--- config.mk ---
export PLATFORM = sky130hd
export DESIGN_NAME = periph_bus_bridge_flat
export DESIGN_NICKNAME = d
export VERILOG_FILES = /design/src/rtl/periph_bus_pkg.sv /design/src/rtl/periph_bus_bridge_if.sv /design/src/rtl/periph_addr_decode.sv /design/src/rtl/periph_bus_bridge.sv /design/src/flat_wrapper.sv
export SDC_FILE = /design/constraint.sdc
export NUM_CORES = 1
export LEC_CHECK = 0
export ABC_AREA = 1
export CAP_MARGIN = 20
export CELL_PAD_IN_SITES_DETAIL_PLACEMENT = 0
export CELL_PAD_IN_SITES_GLOBAL_PLACEMENT = 1
export CORE_ASPECT_RATIO = 1.25
export CORE_MARGIN = 5
export CORE_UTILIZATION = 27
export CTS_BUF_LIST = sky130_fd_sc_hd__clkbuf_8
export DETAILED_ROUTE_END_ITERATION = 8
export GPL_ROUTABILITY_DRIVEN = 0
export PLACE_DENSITY_LB_ADDON = 0.15
export SYNTH_ARGS = -nofsm -noshare
export SYNTH_HDL_FRONTEND = slang
export SYNTH_HIERARCHICAL = 1
export SYNTH_SLANG_ARGS = --single-unit
--- constraint.sdc ---
create_clock -name clk -period 2.6 [get_ports clk]
set_input_delay 0.52 -clock clk [delete_from_list [all_inputs] [get_ports clk]]
set_output_delay 0.52 -clock clk [all_outputs]
set_load 0.05 [all_outputs]
--- src/rtl/periph_bus_pkg.sv ---
// ============================================================================
// periph_bus_pkg : shared types and constants for the peripheral bus bridge
// Rev 1.0 - initial release
// ============================================================================
`default_nettype none

package periph_bus_pkg;

  typedef enum logic [1:0] {
    IDLE   = 2'd0,
    ACCESS = 2'd1,
    DONE   = 2'd2
  } state_t;

  // Peripheral window indices within the bridge region
  localparam int unsigned C_GPIO_IDX  = 0;
  localparam int unsigned C_LED_IDX   = 1;
  localparam int unsigned C_UART_IDX  = 2;
  localparam int unsigned C_TIMER_IDX = 3;

  localparam logic [31:0] C_DEFAULT_BASE_ADDR   = 32'h8000_0000;
  localparam int unsigned C_DEFAULT_SLAVE_SHIFT = 8;

  function automatic int unsigned sel_width(input int unsigned n);
    return (n <= 1) ? 1 : $clog2(n);
  endfunction

endpackage

`default_nettype wire

--- src/rtl/periph_bus_bridge_if.sv ---
// ============================================================================
// periph_bus_bridge_if : CPU-side and peripheral-side signals of the bridge
// Rev 1.0 - initial release
// ============================================================================
`default_nettype none

interface periph_bus_bridge_if #(
  parameter int unsigned NUM_SLAVES = 4
);
  logic                       read_request_i;
  logic                       write_request_i;
  logic [31:0]                address_i;
  logic [31:0]                write_data_i;
  logic [31:0]                read_data_o;
  logic                       response_o;
  logic                       error_o;
  logic [NUM_SLAVES-1:0]      slv_read_request_o;
  logic [NUM_SLAVES-1:0]      slv_write_request_o;
  logic [31:0]                slv_address_o;
  logic [31:0]                slv_write_data_o;
  logic [NUM_SLAVES*32-1:0]   slv_read_data_i;
  logic [NUM_SLAVES-1:0]      slv_response_i;

  // Bridge view
  modport master (
    input  read_request_i, write_request_i, address_i, write_data_i,
    input  slv_read_data_i, slv_response_i,
    output read_data_o, response_o, error_o,
    output slv_read_request_o, slv_write_request_o, slv_address_o, slv_write_data_o
  );

  // Environment view (CPU plus peripherals)
  modport slave (
    output read_request_i, write_request_i, address_i, write_data_i,
    output slv_read_data_i, slv_response_i,
    input  read_data_o, response_o, error_o,
    input  slv_read_request_o, slv_write_request_o, slv_address_o, slv_write_data_o
  );
endinterface

`default_nettype wire

--- src/rtl/periph_addr_decode.sv ---
// ============================================================================
// periph_addr_decode : combinational region hit / peripheral index decode
// Rev 1.0 - initial release
// ============================================================================
`default_nettype none

module periph_addr_decode
  import periph_bus_pkg::*;
#(
  parameter int unsigned NUM_SLAVES  = 4,
  parameter logic [31:0] BASE_ADDR   = C_DEFAULT_BASE_ADDR,
  parameter int unsigned SLAVE_SHIFT = C_DEFAULT_SLAVE_SHIFT,
  parameter int unsigned SEL_W       = sel_width(NUM_SLAVES)
) (
  input  logic [31:SLAVE_SHIFT] addr_hi,
  output logic                  valid,
  output logic [SEL_W-1:0]      idx
);

  logic w_hit;

  assign w_hit = (addr_hi[31:SLAVE_SHIFT+SEL_W] == BASE_ADDR[31:SLAVE_SHIFT+SEL_W]);
  assign idx   = addr_hi[SLAVE_SHIFT+:SEL_W];
  assign valid = w_hit && (32'(idx) < NUM_SLAVES);

endmodule

`default_nettype wire

--- src/rtl/periph_bus_bridge.sv ---
// ============================================================================
// periph_bus_bridge : registers CPU accesses and forwards them one-hot to the
// peripheral ports. Optional ACCESS timeout enabled by BRIDGE_TIMEOUT_EN.
// Rev 1.0 - initial release
// ============================================================================
`default_nettype none

module periph_bus_bridge
  import periph_bus_pkg::*;
#(
  parameter int unsigned NUM_SLAVES     = 4,
  parameter logic [31:0] BASE_ADDR      = C_DEFAULT_BASE_ADDR,
  parameter int unsigned SLAVE_SHIFT    = C_DEFAULT_SLAVE_SHIFT,
  parameter int unsigned TIMEOUT_CYCLES = 16
) (
  input  logic                clk,
  input  logic                rst_n,
  periph_bus_bridge_if.master bus
);

  localparam int unsigned SEL_W         = sel_width(NUM_SLAVES);
  localparam logic [31:0] C_OFFSET_MASK = (32'd1 << SLAVE_SHIFT) - 32'd1;

  state_t r_state, w_next;

  logic [31:0]           r_addr, r_wdata, r_rdata;
  logic                  r_write, r_error;
  logic [SEL_W-1:0]      r_idx;
  logic                  w_valid, w_req_any, w_req_ok, w_slv_resp, w_timeout;
  logic [SEL_W-1:0]      w_idx;
  logic [NUM_SLAVES-1:0] w_onehot;

  periph_addr_decode #(
    .NUM_SLAVES  (NUM_SLAVES),
    .BASE_ADDR   (BASE_ADDR),
    .SLAVE_SHIFT (SLAVE_SHIFT),
    .SEL_W       (SEL_W)
  ) u_decode (
    .addr_hi (bus.address_i[31:SLAVE_SHIFT]),
    .valid   (w_valid),
    .idx     (w_idx)
  );

  assign w_req_any  = bus.read_request_i | bus.write_request_i;
  assign w_req_ok   = w_valid && (bus.read_request_i ^ bus.write_request_i);
  assign w_slv_resp = bus.slv_response_i[r_idx];

`ifdef BRIDGE_TIMEOUT_EN
  localparam int unsigned CNT_W = $clog2(TIMEOUT_CYCLES + 1);
  logic [CNT_W-1:0] r_count;

  // Zero on the first ACCESS cycle, so ACCESS lasts exactly TIMEOUT_CYCLES
  always_ff @(posedge clk or negedge rst_n) begin
    if (!rst_n)                r_count <= '0;
    else if (r_state == ACCESS) r_count <= r_count + 1'b1;
    else                       r_count <= '0;
  end

  assign w_timeout = (r_count == CNT_W'(TIMEOUT_CYCLES - 1));
`else
  assign w_timeout = 1'b0;
`endif

  always_ff @(posedge clk or negedge rst_n) begin
    if (!rst_n) r_state <= IDLE;
    else        r_state <= w_next;
  end

  always_comb begin
    w_next                  = r_state;
    w_onehot                = '0;
    w_onehot[r_idx]         = 1'b1;
    bus.slv_read_request_o  = '0;
    bus.slv_write_request_o = '0;
    bus.response_o          = 1'b0;
    bus.error_o             = 1'b0;
    bus.read_data_o         = '0;
    case (r_state)
      IDLE: begin
        if (w_req_any) w_next = w_req_ok ? ACCESS : DONE;
      end
      ACCESS: begin
        if (r_write) bus.slv_write_request_o = w_onehot;
        else         bus.slv_read_request_o  = w_onehot;
        if (w_slv_resp || w_timeout) w_next = DONE;
      end
      DONE: begin
        bus.response_o  = 1'b1;
        bus.error_o     = r_error;
        bus.read_data_o = r_error ? '0 : r_rdata;
        w_next          = IDLE;
      end
      default: w_next = IDLE;
    endcase
  end

  // All access fields are frozen in IDLE; later CPU changes are ignored
  always_ff @(posedge clk or negedge rst_n) begin
    if (!rst_n) begin
      r_addr  <= '0;
      r_wdata <= '0;
      r_rdata <= '0;
      r_write <= 1'b0;
      r_error <= 1'b0;
      r_idx   <= '0;
    end else begin
      case (r_state)
        IDLE: begin
          if (w_req_any) begin
            r_addr  <= bus.address_i & C_OFFSET_MASK;
            r_wdata <= bus.write_data_i;
            r_write <= bus.write_request_i;
            r_idx   <= w_idx;
            r_error <= !w_req_ok;
            r_rdata <= '0;
          end
        end
        ACCESS: begin
          if (w_slv_resp) begin
            r_rdata <= r_write ? '0 : bus.slv_read_data_i[r_idx*32 +: 32];
            r_error <= 1'b0;
          end else if (w_timeout) begin
            r_rdata <= '0;
            r_error <= 1'b1;
          end
        end
        default: ;
      endcase
    end
  end

  assign bus.slv_address_o    = r_addr;
  assign bus.slv_write_data_o = r_wdata;

endmodule

`default_nettype wire

--- src/flat_wrapper.sv ---
// flat-port wrapper written by rule: the top's interface ports become plain ports
module periph_bus_bridge_flat import periph_bus_pkg::*;
#(
  parameter int unsigned NUM_SLAVES     = 4,
  parameter logic [31:0] BASE_ADDR      = C_DEFAULT_BASE_ADDR,
  parameter int unsigned SLAVE_SHIFT    = C_DEFAULT_SLAVE_SHIFT,
  parameter int unsigned TIMEOUT_CYCLES = 16
)
  (clk, rst_n, bus_read_request_i, bus_write_request_i, bus_address_i, bus_write_data_i, bus_slv_read_data_i, bus_slv_response_i, bus_read_data_o, bus_response_o, bus_error_o, bus_slv_read_request_o, bus_slv_write_request_o, bus_slv_address_o, bus_slv_write_data_o);
  periph_bus_bridge_if #(.NUM_SLAVES(NUM_SLAVES)) bus_i ();
  input  logic clk;
  input  logic rst_n;
  input wire logic [$bits(bus_i.read_request_i)-1:0] bus_read_request_i;
  input wire logic [$bits(bus_i.write_request_i)-1:0] bus_write_request_i;
  input wire logic [$bits(bus_i.address_i)-1:0] bus_address_i;
  input wire logic [$bits(bus_i.write_data_i)-1:0] bus_write_data_i;
  input wire logic [$bits(bus_i.slv_read_data_i)-1:0] bus_slv_read_data_i;
  input wire logic [$bits(bus_i.slv_response_i)-1:0] bus_slv_response_i;
  output wire logic [$bits(bus_i.read_data_o)-1:0] bus_read_data_o;
  output wire logic [$bits(bus_i.response_o)-1:0] bus_response_o;
  output wire logic [$bits(bus_i.error_o)-1:0] bus_error_o;
  output wire logic [$bits(bus_i.slv_read_request_o)-1:0] bus_slv_read_request_o;
  output wire logic [$bits(bus_i.slv_write_request_o)-1:0] bus_slv_write_request_o;
  output wire logic [$bits(bus_i.slv_address_o)-1:0] bus_slv_address_o;
  output wire logic [$bits(bus_i.slv_write_data_o)-1:0] bus_slv_write_data_o;
  assign bus_i.read_request_i = bus_read_request_i;
  assign bus_i.write_request_i = bus_write_request_i;
  assign bus_i.address_i = bus_address_i;
  assign bus_i.write_data_i = bus_write_data_i;
  assign bus_i.slv_read_data_i = bus_slv_read_data_i;
  assign bus_i.slv_response_i = bus_slv_response_i;
  assign bus_read_data_o = bus_i.read_data_o;
  assign bus_response_o = bus_i.response_o;
  assign bus_error_o = bus_i.error_o;
  assign bus_slv_read_request_o = bus_i.slv_read_request_o;
  assign bus_slv_write_request_o = bus_i.slv_write_request_o;
  assign bus_slv_address_o = bus_i.slv_address_o;
  assign bus_slv_write_data_o = bus_i.slv_write_data_o;
  periph_bus_bridge #(.NUM_SLAVES(NUM_SLAVES), .BASE_ADDR(BASE_ADDR), .SLAVE_SHIFT(SLAVE_SHIFT), .TIMEOUT_CYCLES(TIMEOUT_CYCLES)) u_core (.clk(clk), .rst_n(rst_n), .bus(bus_i));
endmodule
==> flow_summary.toml, run 1 <==
[outcome]
outcome = "completed"

[routing]
detail-route-antenna-nets = 0
wl_per_cell_um = 15.89
drt-initial-drc-count = 214
drc = 0
num_vias = 5584
first_pass_iters = 4
vias_per_cell = 4.449
drt-total-wl_um = 19940

[finish]
drive_gt1_share_pct = 8.374
fin_cells = 1255
fin_nets = 1223
syn2layout_area_growth_pct = 68.97
antenna_cells = 0

[worst_setup_path]
crit_path_start_kind = "flip-flop"
cp-end-kind = "output port"
path_class = "flip-flop to output port"
crit_arrival_ns = 1.85
critical_path_required_ns = 2.08
critPathMaxFanout = 3

[cts]
cts_max_level = 3
cts_tree = "yes"
post-cts-setup-buffer-count = 0
clockBufferDepth = 2
cts_hold_buffers = 0
cts-buffers-inserted = 9
path_clk_slew_ns = 0.09
ctsResizeCount = 0
clkLatencyLatePin_ns = 0.36
cts.sinks = 78
root_buffer = "clkbuf_8"

[power_and_ir_drop]
p_leak_nw = 3.994
powerDensity_mw_per_mm2 = 508.7
ir_drop_uv = 370.2

[sta]
fin_setup_tns_ns = 0
clock.fmax_mhz = 421.8
holdWs_ns = 0.01229
finalWorstPathRequiredPeriod_ns = 2.371
tightest_slew_ns = 0.5962
fin_ws_ns = 0.2291
slew_headroom_pct = 60.26
fin_worst_skew_ns = 0.01261
setup_viol = 0
hold_viol = 0
min_period_over_period_pct = 91.19
final-max-slew-violation-count = 0
rsz0062_at_grt = "no"

[logic_synthesis]
ys_ff_latch = 78
seq_area_frac_synth_pct = 39.17
syn_area_per_cell_um2 = 6.472
syn-instance-count = 770
netlist_area_mm2 = 0.004984
synth_warnings = 6
yosysUniqueCellTypes = 21

[hold_path]
worstHoldPathType = "primary input to async pin"

[job]
cap_violations = 0

[floorplan]
rows = 55
core_mm2 = 0.01817
die_w_um = 131.5
start_util_pct = 27.43
dieArea_mm2 = 0.02129
die_h_um = 161.9
ios = 306

[placement]
place_inst = 1239
port_buffers = 281
pre_cts_ws_ns = 0.4527
hpwl_um = 15320

[grt]
track_usage_pct = 17.98
antenna_found_initial = 0
grt-ovfl-total = 0
grt_pass1_wl_um = 30970
grt_max_degree = 59
grt_pass1_vias = 5524
[where the power goes]
| group | leakage, nW | total [mW] | switching, mW | internal (mW) |
|---|---|---|---|---|
| logic | 2.89 | 1.89 | 1.20 | 0.682 |
| clock network | 0.0964 | 0.967 | 0.513 | 0.454 |
| registers | 1.01 | 1.43 | 0.0962 | 1.33 |
[cell type report]
cell class                 count  area [um2]
clock buffer                   9       123.9
clock inverter                 7       80.08
fill                        1897        9747
inverter                      12       47.55
multi-input combinational    625        2584
sequential                    78        1954
tap                          228       285.3
timing repair buffer         296        3346
[state kept, by name, summed over array words and instances, names as in the netlist]
name and cells:
u_core/bus.slv_write_data_o 32, u_core/r_rdata 32, u_core/bus.slv_address_o 8, u_core/r_idx 2, u_core/r_state 2, u_core/r_error 1, u_core/r_write 1
[metrics by stage]
step | utilization, % | power (mW) | instance area (um2)
6_report | 46.35 | 4.284 | 8421
4_1_cts | 46.35 | 4.347 | 8421
5_1_grt | 46.35 | 4.530 | 8421
3_5_place_dp | 45.23 | 3.362 | 8217
2_1_floorplan | - | 2.615 | 5072
3_3_place_gp | 45.23 | 3.370 | 8217
[routing by layer]
layer	vias up	share of wire [%]	track usage [%]	wire length, um
li1	2846	-	-	-
met1	2518	42	23.03	8327
met3	14	8.4	5.173	1665
met2	206	49	29.88	9727
met5	-	0	0	0
met4	0	1.1	4.630	219
[final timing paths]
kind / from / endpoint / slack (ns) / cells past startpoint
max: u_core/r_state[1] / bus_response_o / 0.23 / 3
min: rst_n / u_core/r_rdata[3] / 0.01 / 1
max reg2reg: u_core/r_idx[0] / u_core/r_rdata[9] / 0.53 / 8
min reg2reg: u_core/bus.slv_write_data_o[6] / u_core/bus.slv_write_data_o[6] / 0.48 / 2
max in group asynchronous: rst_n / u_core/r_write / 2.00 / 2
min in group clk: u_core/bus.slv_write_data_o[6] / u_core/bus.slv_write_data_o[6] / 0.48 / 2
[logic make-up after synthesis]
kind of cell    Yosys count  share of synthesized area, %
compound gates            4                        0.6277
fa+ha+maj                 1                        0.2510
buf+inv                  90                         10.92
flops                    78                         39.17
other cells               1                       0.07525
simple gates            596                         48.96
[worst max-delay path, stage by stage (launching register included)]
cell	delay, ns
dfrtp_1	0.46
inv_1	0.10
nor2_2	0.10
clkdlybuf4s50_1	0.84
[synth_stat cells]
master | instances | share of area [%]
nor2_1 | 122 | 9.2
buf_2 | 22 | 2.2
ha_1 | 1 | 0.25
nand3_4 | 1 | 0.35
clkbuf_1 | 7 | 0.53
buf_4 | 41 | 6.2
o21ai_0 | 3 | 0.30
conb_1 | 1 | 0.075
inv_4 | 1 | 0.13
inv_2 | 1 | 0.075
nor2_2 | 1 | 0.13
buf_6 | 3 | 0.68
nand2_1 | 339 | 26
nand3_1 | 129 | 13
nand2_4 | 1 | 0.23
dfrtp_1 | 78 | 39
nor2_4 | 2 | 0.45
buf_1 | 5 | 0.38
inv_1 | 10 | 0.75
a21oi_4 | 1 | 0.33
nand2_2 | 1 | 0.13
[cell usage in the layout, fill, tap and decap left out]
master	instances
clkinvlp_4	2
nor2_1	120
dfrtp_2	2
a21oi_4	1
dfrtp_1	76
buf_4	15
clkinv_4	2
nand2_2	1
inv_2	1
clkbuf_8	9
nand3_1	129
nand2_1	339
nor2_4	3
inv_4	1
clkdlybuf4s50_1	239
nand2_4	1
nand3_4	1
ha_1	1
o21ai_0	3
buf_12	42
nor2_2	2
conb_1	24
inv_1	10
bufinv_16	1
inv_6	2
(Power assumes the default switching activity.)
==> run 2, diff against run 1 <==
--- a/config.mk
+++ b/config.mk
@@ -16,6 +16,7 @@
 export DETAILED_ROUTE_END_ITERATION = 8
 export GPL_ROUTABILITY_DRIVEN = 0
 export PLACE_DENSITY_LB_ADDON = 0.15
+export SLEW_MARGIN = 0
 export SYNTH_ARGS = -nofsm -noshare
 export SYNTH_HDL_FRONTEND = slang
 export SYNTH_HIERARCHICAL = 1
==> results of run 2 <==
Same layout as run 1: the final DEF is identical, and so are final timing and power.
==> run 3, diff against run 2 <==
--- a/config.mk
+++ b/config.mk
@@ -11,7 +11,7 @@
 export CELL_PAD_IN_SITES_GLOBAL_PLACEMENT = 1
 export CORE_ASPECT_RATIO = 1.25
 export CORE_MARGIN = 5
-export CORE_UTILIZATION = 27
+export CORE_UTILIZATION = 22
 export CTS_BUF_LIST = sky130_fd_sc_hd__clkbuf_8
 export DETAILED_ROUTE_END_ITERATION = 8
 export GPL_ROUTABILITY_DRIVEN = 0
==> constraint.sdc (replaced) <==
create_clock -name clk -period 1.95 [get_ports clk]
set_input_delay 0.39 -clock clk [delete_from_list [all_inputs] [get_ports clk]]
set_output_delay 0.39 -clock clk [all_outputs]
set_load 0.05 [all_outputs]
==> run 3 against run 2 <==
Net effect:
- the run now ends with setup timing left
- core utilization decreased by 5.4 points
- die area rose by 21%
- clock-buffer cell count unchanged
- critical path depth is 2 higher
- critical endpoint is now bus_read_data_o[12]
- clock power is 39% higher
- largest cell class unchanged
- routed wire length increased by 6.1%
- highest routed layer unchanged
- setup slack lost 0.24 ns
- register-to-register slack got worse by 0.32 ns
- cell count up 6.6%
- combinational power up 45%
- non-clock buffer count grew 27
- sequential cell count unchanged
==> flow_summary.toml, run 3 (synthesized netlist as in run 1, its figures left out) <==
[sta]
min_period_over_period_pct = 100.5
rsz0062_at_grt = "yes"
tightest_slew_ns = 0.5252
setup_viol = 4
fin_worst_skew_ns = 0.01304
final-max-slew-violation-count = 0
finalWorstPathRequiredPeriod_ns = 1.960
fin_ws_ns = -0.009686
hold_viol = 0
slew_headroom_pct = 65.12
clock.fmax_mhz = 510.3

[cts]
cts-buffers-inserted = 9
path_clk_slew_ns = 0.10
clockBufferDepth = 2
cts.sinks = 78
clkLatencyLatePin_ns = 0.37
cts_max_level = 3
cts_tree = "yes"
root_buffer = "clkbuf_8"

[routing]
first_pass_iters = 4
vias_per_cell = 4.244
drt-initial-drc-count = 219
detail-route-antenna-nets = 0
num_vias = 5678
drc = 0
wl_per_cell_um = 15.81
drt-total-wl_um = 21150

[grt]
grt_pass1_vias = 5894
grt_max_degree = 41
antenna_found_initial = 1
grt-ovfl-total = 0
grt_pass1_wl_um = 32480
track_usage_pct = 16.18

[worst_setup_path]
r2r-start = "u_core/r_idx[0]"
r2r_cells = 10
critical_path_required_ns = 1.56
worst_path_most_repeated_cell = "nor2_4"
r2r-end = "u_core/r_rdata[24]"
critPathMaxFanout = 8
cp_top_family = "buffers and inverters"
critPathMaxStageDelay_ns = 0.44
path_class = "flip-flop to output port"
crit_path_start_kind = "flip-flop"
crit_chain = "nor2_4 -> clkinv_4 -> clkbuf_16 -> nor2_4 -> buf_12"
crit_buf_inv = 3
cp-end-kind = "output port"
rrSetupSlack_ns = 0.21
cp_slowest_cell = "dfrtp_2"
crit_arrival_ns = 1.57

[hold_path]
min_to = "u_core/bus.slv_address_o[0]"
min_from = "u_core/bus.slv_address_o[0]"
worstHoldPathType = "flip-flop to flip-flop"
min_path_cells = 2

[finish]
layout_common_cells = "nand2_1 (337), clkdlybuf4s50_1 (198), nand3_1 (129)"
fillers = 2360
multi_input_area_mm2 = 0.002912
final_core_util_pct = 40.93
final_common_cell = "nand2_1"
final_area_mm2 = 0.009121
syn2layout_area_growth_pct = 83.03
seqCellArea_mm2 = 0.001958
fin_nets = 1250
drive_gt1_share_pct = 17.08

[floorplan]
dieArea_mm2 = 0.02578
die_w_um = 144.6
ios = 306
rows = 61
start_util_pct = 22.36
die_h_um = 178.3
core_mm2 = 0.02229

[power_and_ir_drop]
ir_drop_uv = 364.4
powerDensity_mw_per_mm2 = 654.8
p_leak_nw = 4.276

[placement]
pre_cts_ws_ns = -0.001284
place_area_mm2 = 0.008662
port_buffers = 281
hpwl_um = 15900

[job]
cap_violations = 0

[outcome]
violations = "setup timing"
outcome = "complete, but fails checks"
-- run 3: stage by stage --
stage | setup TNS [ns] | power, mW | cells | hold WS (ns)
3_5_place_dp | -0.001284 | 4.629 | 1307 | 0.3616
4_1_cts | -0.1581 | 6.034 | 1331 | 0.4705
2_1_floorplan | -0.3795 | 3.530 | 793 | 0.09441
6_report | -0.02229 | 5.973 | 1338 | 0.4736
3_3_place_gp | 0 | 4.639 | 1307 | 0.3683
5_1_grt | -2.304 | 6.355 | 1338 | 0.4902
-- run 3: worst max-delay path by stage --
| stage | slack [ns] | start | cells after the start | endpoint |
|---|---|---|---|---|
| after global routing | -0.1 | u_core/r_state[0] | 5 | bus_read_data_o[12] |
| after CTS | -0.03 | u_core/r_state[1] | 6 | bus_read_data_o[11] |
| after detailed placement | -0.001 | bus_write_request_i | 8 | u_core/r_rdata[24] |
| final | -0.01 | u_core/r_state[0] | 5 | bus_read_data_o[12] |
| after global placement | 0.02 | bus_write_request_i | 8 | u_core/r_rdata[21] |
| after floorplan | -0.07 | u_core/r_state[1] | 4 | bus_error_o |
-- run 3: cell type report --
| class | instances | share of cell area [%] |
|---|---|---|
| sequential | 78 | 21.47 |
| tap | 283 | 3.882 |
| inverter | 12 | 0.6584 |
| clock inverter | 7 | 0.9739 |
| antenna | 1 | 0.02743 |
| timing repair buffer | 323 | 39.71 |
| multi-input combinational | 625 | 31.92 |
| clock buffer | 9 | 1.358 |
-- run 3: routing by layer --
metal	vias to the layer above	wire length (um)	GRT usage, %
met1	2560	8540	19.10
li1	2911	-	-
met3	16	1933	5.471
met2	191	10340	27.74
met4	0	336	4.705
met5	-	0	0
-- run 3: timing repair --
action / CTS / global route
gates cloned: 1 / 1
endpoints found under the hold margin: 28 / 0
setup buffers: 6 / 5
hold buffers: 1 / 0
pin swaps: 3 / 7
setup endpoints to repair: 61 / 40
resized for setup: 44 / 13
-- run 3: where the power goes --
part / switching [mW] / leakage, nW / total, mW / internal, mW
clock network: 0.717 / 0.106 / 1.34 / 0.625
logic: 1.74 / 3.17 / 2.74 / 1.00
registers: 0.108 / 1.01 / 1.89 / 1.78
-- run 3: worst reg2reg max path, delay by kind of cell (launching register included) --
| kind | cells | cell delay, ns |
|---|---|---|
| flops | 1 | 0.55 |
| simple gates | 7 | 0.61 |
| buf+inv | 3 | 0.55 |
==> variant 1: new RTL, settings of run 2 <==
`NUM_SLAVES` is set to 4 in 4 places; all go to 2.
--- a/src/rtl/periph_bus_bridge_if.sv
+++ b/src/rtl/periph_bus_bridge_if.sv
@@ -7,3 +7,3 @@
 interface periph_bus_bridge_if #(
-  parameter int unsigned NUM_SLAVES = 4
+  parameter int unsigned NUM_SLAVES = 2
 );
--- a/src/rtl/periph_addr_decode.sv
+++ b/src/rtl/periph_addr_decode.sv
@@ -9,3 +9,3 @@
 #(
-  parameter int unsigned NUM_SLAVES  = 4,
+  parameter int unsigned NUM_SLAVES  = 2,
   parameter logic [31:0] BASE_ADDR   = C_DEFAULT_BASE_ADDR,
--- a/src/rtl/periph_bus_bridge.sv
+++ b/src/rtl/periph_bus_bridge.sv
@@ -10,3 +10,3 @@
 #(
-  parameter int unsigned NUM_SLAVES     = 4,
+  parameter int unsigned NUM_SLAVES     = 2,
   parameter logic [31:0] BASE_ADDR      = C_DEFAULT_BASE_ADDR,
--- a/src/flat_wrapper.sv
+++ b/src/flat_wrapper.sv
@@ -3,3 +3,3 @@
 #(
-  parameter int unsigned NUM_SLAVES     = 4,
+  parameter int unsigned NUM_SLAVES     = 2,
   parameter logic [31:0] BASE_ADDR      = C_DEFAULT_BASE_ADDR,
Ports: changed (resized bus_slv_read_data_i, bus_slv_read_request_o, bus_slv_response_i and bus_slv_write_request_o); port bits go from 306 to 236. The function was not compared with the original's and may differ.
==> variant 1 against run 2 <==
Routed wire length shrank 32%. Worst setup slack gained 0.033 ns. Critical path depth is the same. Synthesized cell count shrank 26%. Sequential share of layout area grew 4.2 points. Worst hold slack gained 0.19 ns. Fmax grew 1.4%. Final area shrank 17%. Critical path type unchanged. Critical endpoint is now bus_slv_write_request_o[1]. Power shrank 15%. Synthesized area shrank 14%. Clock power shrank 17%. Sequential cell count shrank 1. Non-clock buffer count shrank 74.
==> variant 1: results (changes against run 2) <==
| Metric | Value |
|---|---|
| Placed Instances | `966 (-22%)` |
| Clock Skews | `0.0114 ns (-0.00118 ns)` |
| HP Class | `input pin to asynchronous set/reset pin` |
| DR iter-0 viols | `144 (-33%)` |
| Fillers | `1589 (-16%)` |
| Post-synthesis sequential area ratio | `44.7% (+5.6 points)` |
| Mean area per synthesized cell | `7.57 um2 (+17%)` |
| DP Worst Slack | `0.309 ns (-0.144 ns)` |
| Clock buffer count from CTS | `9 (unchanged)` |
| CTS root buf | `clkbuf_8` |
| Reg2reg setup slack | `0.68 ns (+0.15 ns)` |
| Post-CTS Resized | `0 (unchanged)` |
| H-tree levels | `3 (unchanged)` |
| Slowest CP cell | `nor3_1` |
| Post-layout nets | `900 (-26%)` |
| Initial antenna violation count | `0 (unchanged)` |
| CP delay by family, top | `buffers and inverters` |
| Synth Flop Type | `dfrtp_1` |
| DP HPWL | `10600 um (-31%)` |
| Vias per std cell | `4.14 (-7.0%)` |
| Critical Path AT | `1.82 ns (-0.03 ns)` |
| GRT Total Usage | `14.8% (-3.2 points)` |
| Leak | `3.15 nW (-21%)` |
| Met3 wire len | `1520 um (-8.6%)` |
| Layout cells sized above 1 | `16.9% (+8.5 points)` |
| Clock latency on the worst-skew pair | `0.35 ns` |
| Uppermost layer routed | `met4` |
| Final WL | `13600 um (-32%)` |
| PortBufs | `211 (-25%)` |
| Maximum number of pins on one net before global-route repair | `85 (+44%)` |
| VDD IR max | `316 uV (-15%)` |
| Asr flop ratio synth | `100% (unchanged)` |
| Worst R2R Start | `u_core/r_state[0]` |
| Relative slew slack | `54.5% (-5.8 points)` |
| Post-CTS setup buffers | `0 (unchanged)` |
| WL/cell | `13.9 um (-13%)` |
| Reg clk slew, reported paths | `0.08 ns` |
| First-pass GRT wire length | `21700 um (-30%)` |
| Synth cell count leaders | `nand2_1, dfrtp_1, inv_1, nor2_1, o21ai_0` |
| Outcome | `finished clean` |
| R2R Path End | `u_core/r_rdata[27]` |
| Reg2Reg Depth | `7 (-1)` |
| M1 wire length | `5440 um (-35%)` |
| Antenna cells | `0 (unchanged)` |
| CP Max Fanout | `14 (+11)` |
| Yosys warns | `6 (unchanged)` |
| Drt first pass iters | `4 (unchanged)` |
| Vias in the first global route | `4319 (-22%)` |
| Synth area leaders | `dfrtp_1, nand2_1, o21ai_2` |
| Worst path max stage delay | `0.46 ns (-0.38 ns)` |
| Max Buffers Root-to-Sink | `2 (unchanged)` |
| DR WL met2 | `6540 um (-33%)` |
| Yosys cell types | `27 (+29%)` |
variant 1: cell types whose count changed after synthesis, sizes merged:
cell,delta
o21ai,+71
nor3,+4
dfrtp,-1
inv,+39
clkinv,+1
nand3,-95
nor2,-76
buf,-24
nand2,-130
clkbuf,+6
nand4,+1
a21oi,+2
nand3b,+1
variant 1: layout make-up:
cell class,instances,area (um2),area share [%]
Sequential cell,77,1930,27.4
Tap cell,212,265,3.78
Inverter,52,198,2.81
Timing Repair Buffer,222,2590,36.8
Clock buffer,9,124,1.76
Clock inverter,7,43.8,0.624
Multi-Input combinational cell,403,1880,26.7
variant 1: worst register-to-register path, delay by kind of cell, from the launching register on:
| kind | cells | cell delay [ns] |
|---|---|---|
| buf+inv | 3 | 0.87 |
| simple gates | 3 | 0.35 |
| flops | 1 | 0.40 |
| compound gates | 1 | 0.17 |
variant 1: logic make-up after synthesis:
| group | Yosys count | share of synthesized area, % |
|---|---|---|
| buffers and inverters | 112 | 13.9 |
| other | 1 | 0.0870 |
| AND/OR/NAND/NOR | 301 | 29.5 |
| AO/OA/AOI/OAI | 77 | 11.6 |
| flip-flops | 77 | 44.7 |
| adder cells (fa/ha/maj) | 1 | 0.290 |
variant 1: metal layers:
layer	vias up	global-route usage (%)
met4	0	4.10
met2	138	24.7
met3	7	6.54
met1	1829	17.2
met5	-	0
li1	2091	-
variant 1: how the worst max path moves through the flow:
stage                                       endpoint                from  slack [ns]  cells after the start
final                     bus_slv_write_request_o[1]      u_core/r_write        0.26                      3
after global routing      bus_slv_write_request_o[1]      u_core/r_write        0.09                      3
after CTS                 bus_slv_write_request_o[1]      u_core/r_write        0.18                      3
after detailed placement          u_core/r_rdata[27]  bus_read_request_i        0.31                      8
after global placement            u_core/r_rdata[27]  bus_read_request_i        0.36                      8
after floorplan            bus_slv_read_request_o[0]   u_core/r_state[1]        0.17                      4
variant 1: report_power, final:
| part | switching [W] | total [W] | internal, W | leakage (nW) |
|---|---|---|---|---|
| combinational | 0.000943 | 0.00144 | 0.000501 | 2.07 |
| clock | 0.000458 | 0.000798 | 0.000339 | 0.0784 |
| sequential | 0.0000740 | 0.00139 | 0.00132 | 0.996 |
variant 1: through the flow:
stage | hold WS [ns] | area [um2]
after CTS | 0.213 | 7020
after global routing | 0.235 | 7020
after floorplan | 0.224 | 4400
after global placement | 0.466 | 6860
final | 0.205 | 7020
after detailed placement | 0.472 | 6860
==> variant 2: new RTL, settings of run 2 <==
Made on the original files. The 3 states of `state_t` get a one-hot encoding in 3 bits.
--- a/src/rtl/periph_bus_pkg.sv
+++ b/src/rtl/periph_bus_pkg.sv
@@ -8,6 +8,6 @@
 
-  typedef enum logic [1:0] {
-    IDLE   = 2'd0,
-    ACCESS = 2'd1,
-    DONE   = 2'd2
+  typedef enum logic [2:0] {
+    IDLE   = 3'b001,
+    ACCESS = 3'b010,
+    DONE   = 3'b100
   } state_t;
Behaviour: no difference found for any inputs over 4 cycles, from zero or initial values and one cycle with rst_n low; so few cycles prove little.
==> variant 2 against run 2 <==
Routed wire length shrank 5.3%. Final area is essentially flat. Sequential cell count increased by 1. First-iteration DRC count grew 5.1%. Synthesized area fell by 0.10%. Worst setup slack worse by 0.011 ns. Largest cell class unchanged.
Power is not compared: it rests on default switching activity, and its combinational part moved more than twofold at a synthesized area within 25%.
==> variant 2: results (changes against run 2) <==
| Metric | Value |
|---|---|
| Outcome | `finished clean` |
| Relative slew slack | `61.5% (+1.3 points)` |
| Clock latency on the worst-skew pair | `0.35 ns` |
| First-pass GRT wire length | `29700 um (-4.2%)` |
| Synth Area in Compound Gates | `0.528% (-0.10 points)` |
| Mean area per synthesized cell | `6.43 um2 (-0.62%)` |
| Clock Power | `0.000957 W` |
| Cell Count, Final, Fillers Out | `1262 (+0.56%)` |
| CP Max Fanout | `4 (+1)` |
| Synth cell count leaders | `nand2_1, nor2_1, nand3_1, dfrtp_1, buf_4` |
| Maximum number of pins on one net before global-route repair | `49 (-17%)` |
| Clock Skews | `0.0116 ns (-0.00104 ns)` |
| Post-synthesis mux area share | `0% (unchanged)` |
| Worst path max stage delay | `0.86 ns (+0.02 ns)` |
| GRT Total Usage | `17.1% (-0.83 points)` |
| Dpl cell area | `8200 um2 (-0.15%)` |
| Post-synthesis sequential area ratio | `39.7% (+0.57 points)` |
| Yosys warns | `6 (unchanged)` |
| Adder-Cell Fraction of Synth Area | `0.251% (+0.00025 points)` |
| Fillers | `1902 (+0.26%)` |
| DP Worst Slack | `0.415 ns (-0.0376 ns)` |
| Synth area leaders | `dfrtp_1, nand2_1, nand3_1` |
| Internal Power | `0.00350 W` |
| Asr flop ratio synth | `100% (unchanged)` |
| Placed Instances | `1246 (+0.56%)` |
| Final WL | `18900 um (-5.3%)` |
| Yosys cell types | `23 (+9.5%)` |
| DP HPWL | `14600 um (-4.4%)` |
| DR iter-0 viols | `225 (+5.1%)` |
| Vias per std cell | `4.38 (-1.5%)` |
| Vias in the first global route | `5702 (+3.2%)` |
| Post-CTS Resized | `0 (unchanged)` |
| Setup violators final | `0 (unchanged)` |
| Layout cells sized above 1 | `8.41% (+0.040 points)` |
variant 2: worst max-delay path: cells and delay by family, from the launching register on:
kind,cells,cell delay (ns)
and+or+nand+nor,1,0.16
DFF,1,0.39
buffers and inverters,2,0.96
variant 2: final timing paths:
| kind | cells after the start | from | end | slack (ns) |
|---|---|---|---|---|
| max | 3 | u_core/r_state[2] | bus_response_o | 0.22 |
| min | 1 | rst_n | u_core/bus.slv_write_data_o[6] | 0.16 |
| max reg2reg | 10 | u_core/r_idx[0] | u_core/r_rdata[14] | 0.56 |
| min reg2reg | 2 | u_core/bus.slv_write_data_o[8] | u_core/bus.slv_write_data_o[8] | 0.47 |
| max in group asynchronous | 2 | rst_n | u_core/r_rdata[12] | 1.83 |
| min in group clk | 2 | u_core/bus.slv_write_data_o[8] | u_core/bus.slv_write_data_o[8] | 0.47 |
variant 2: area by class of cell:
type / instances / area [um2] / share of cell area (%)
inverter: 13 / 51.3 / 0.610
multi-input combinational: 630 / 2570 / 30.5
timing repair buffer: 296 / 3320 / 39.5
sequential: 79 / 1980 / 23.5
clock buffer: 12 / 165 / 1.96
tap: 228 / 285 / 3.39
clock inverter: 4 / 43.8 / 0.521
variant 2: metrics by stage:
step | utilization, % | power [W]
global route | 46.5 | 0.00778
detailed placement | 45.3 | 0.00638
global placement | 45.3 | 0.00637
finish | 46.5 | 0.00723
CTS | 46.5 | 0.00738
floorplan | - | 0.00491
variant 2: per-layer routing:
layer | vias to the layer above | track usage, % | wire (um)
li1 | 2842 | - | -
met1 | 2500 | 19.3 | 7530
met2 | 176 | 32.1 | 9830
met3 | 14 | 4.58 | 1310
met4 | 0 | 4.16 | 223
met5 | - | 0 | 0
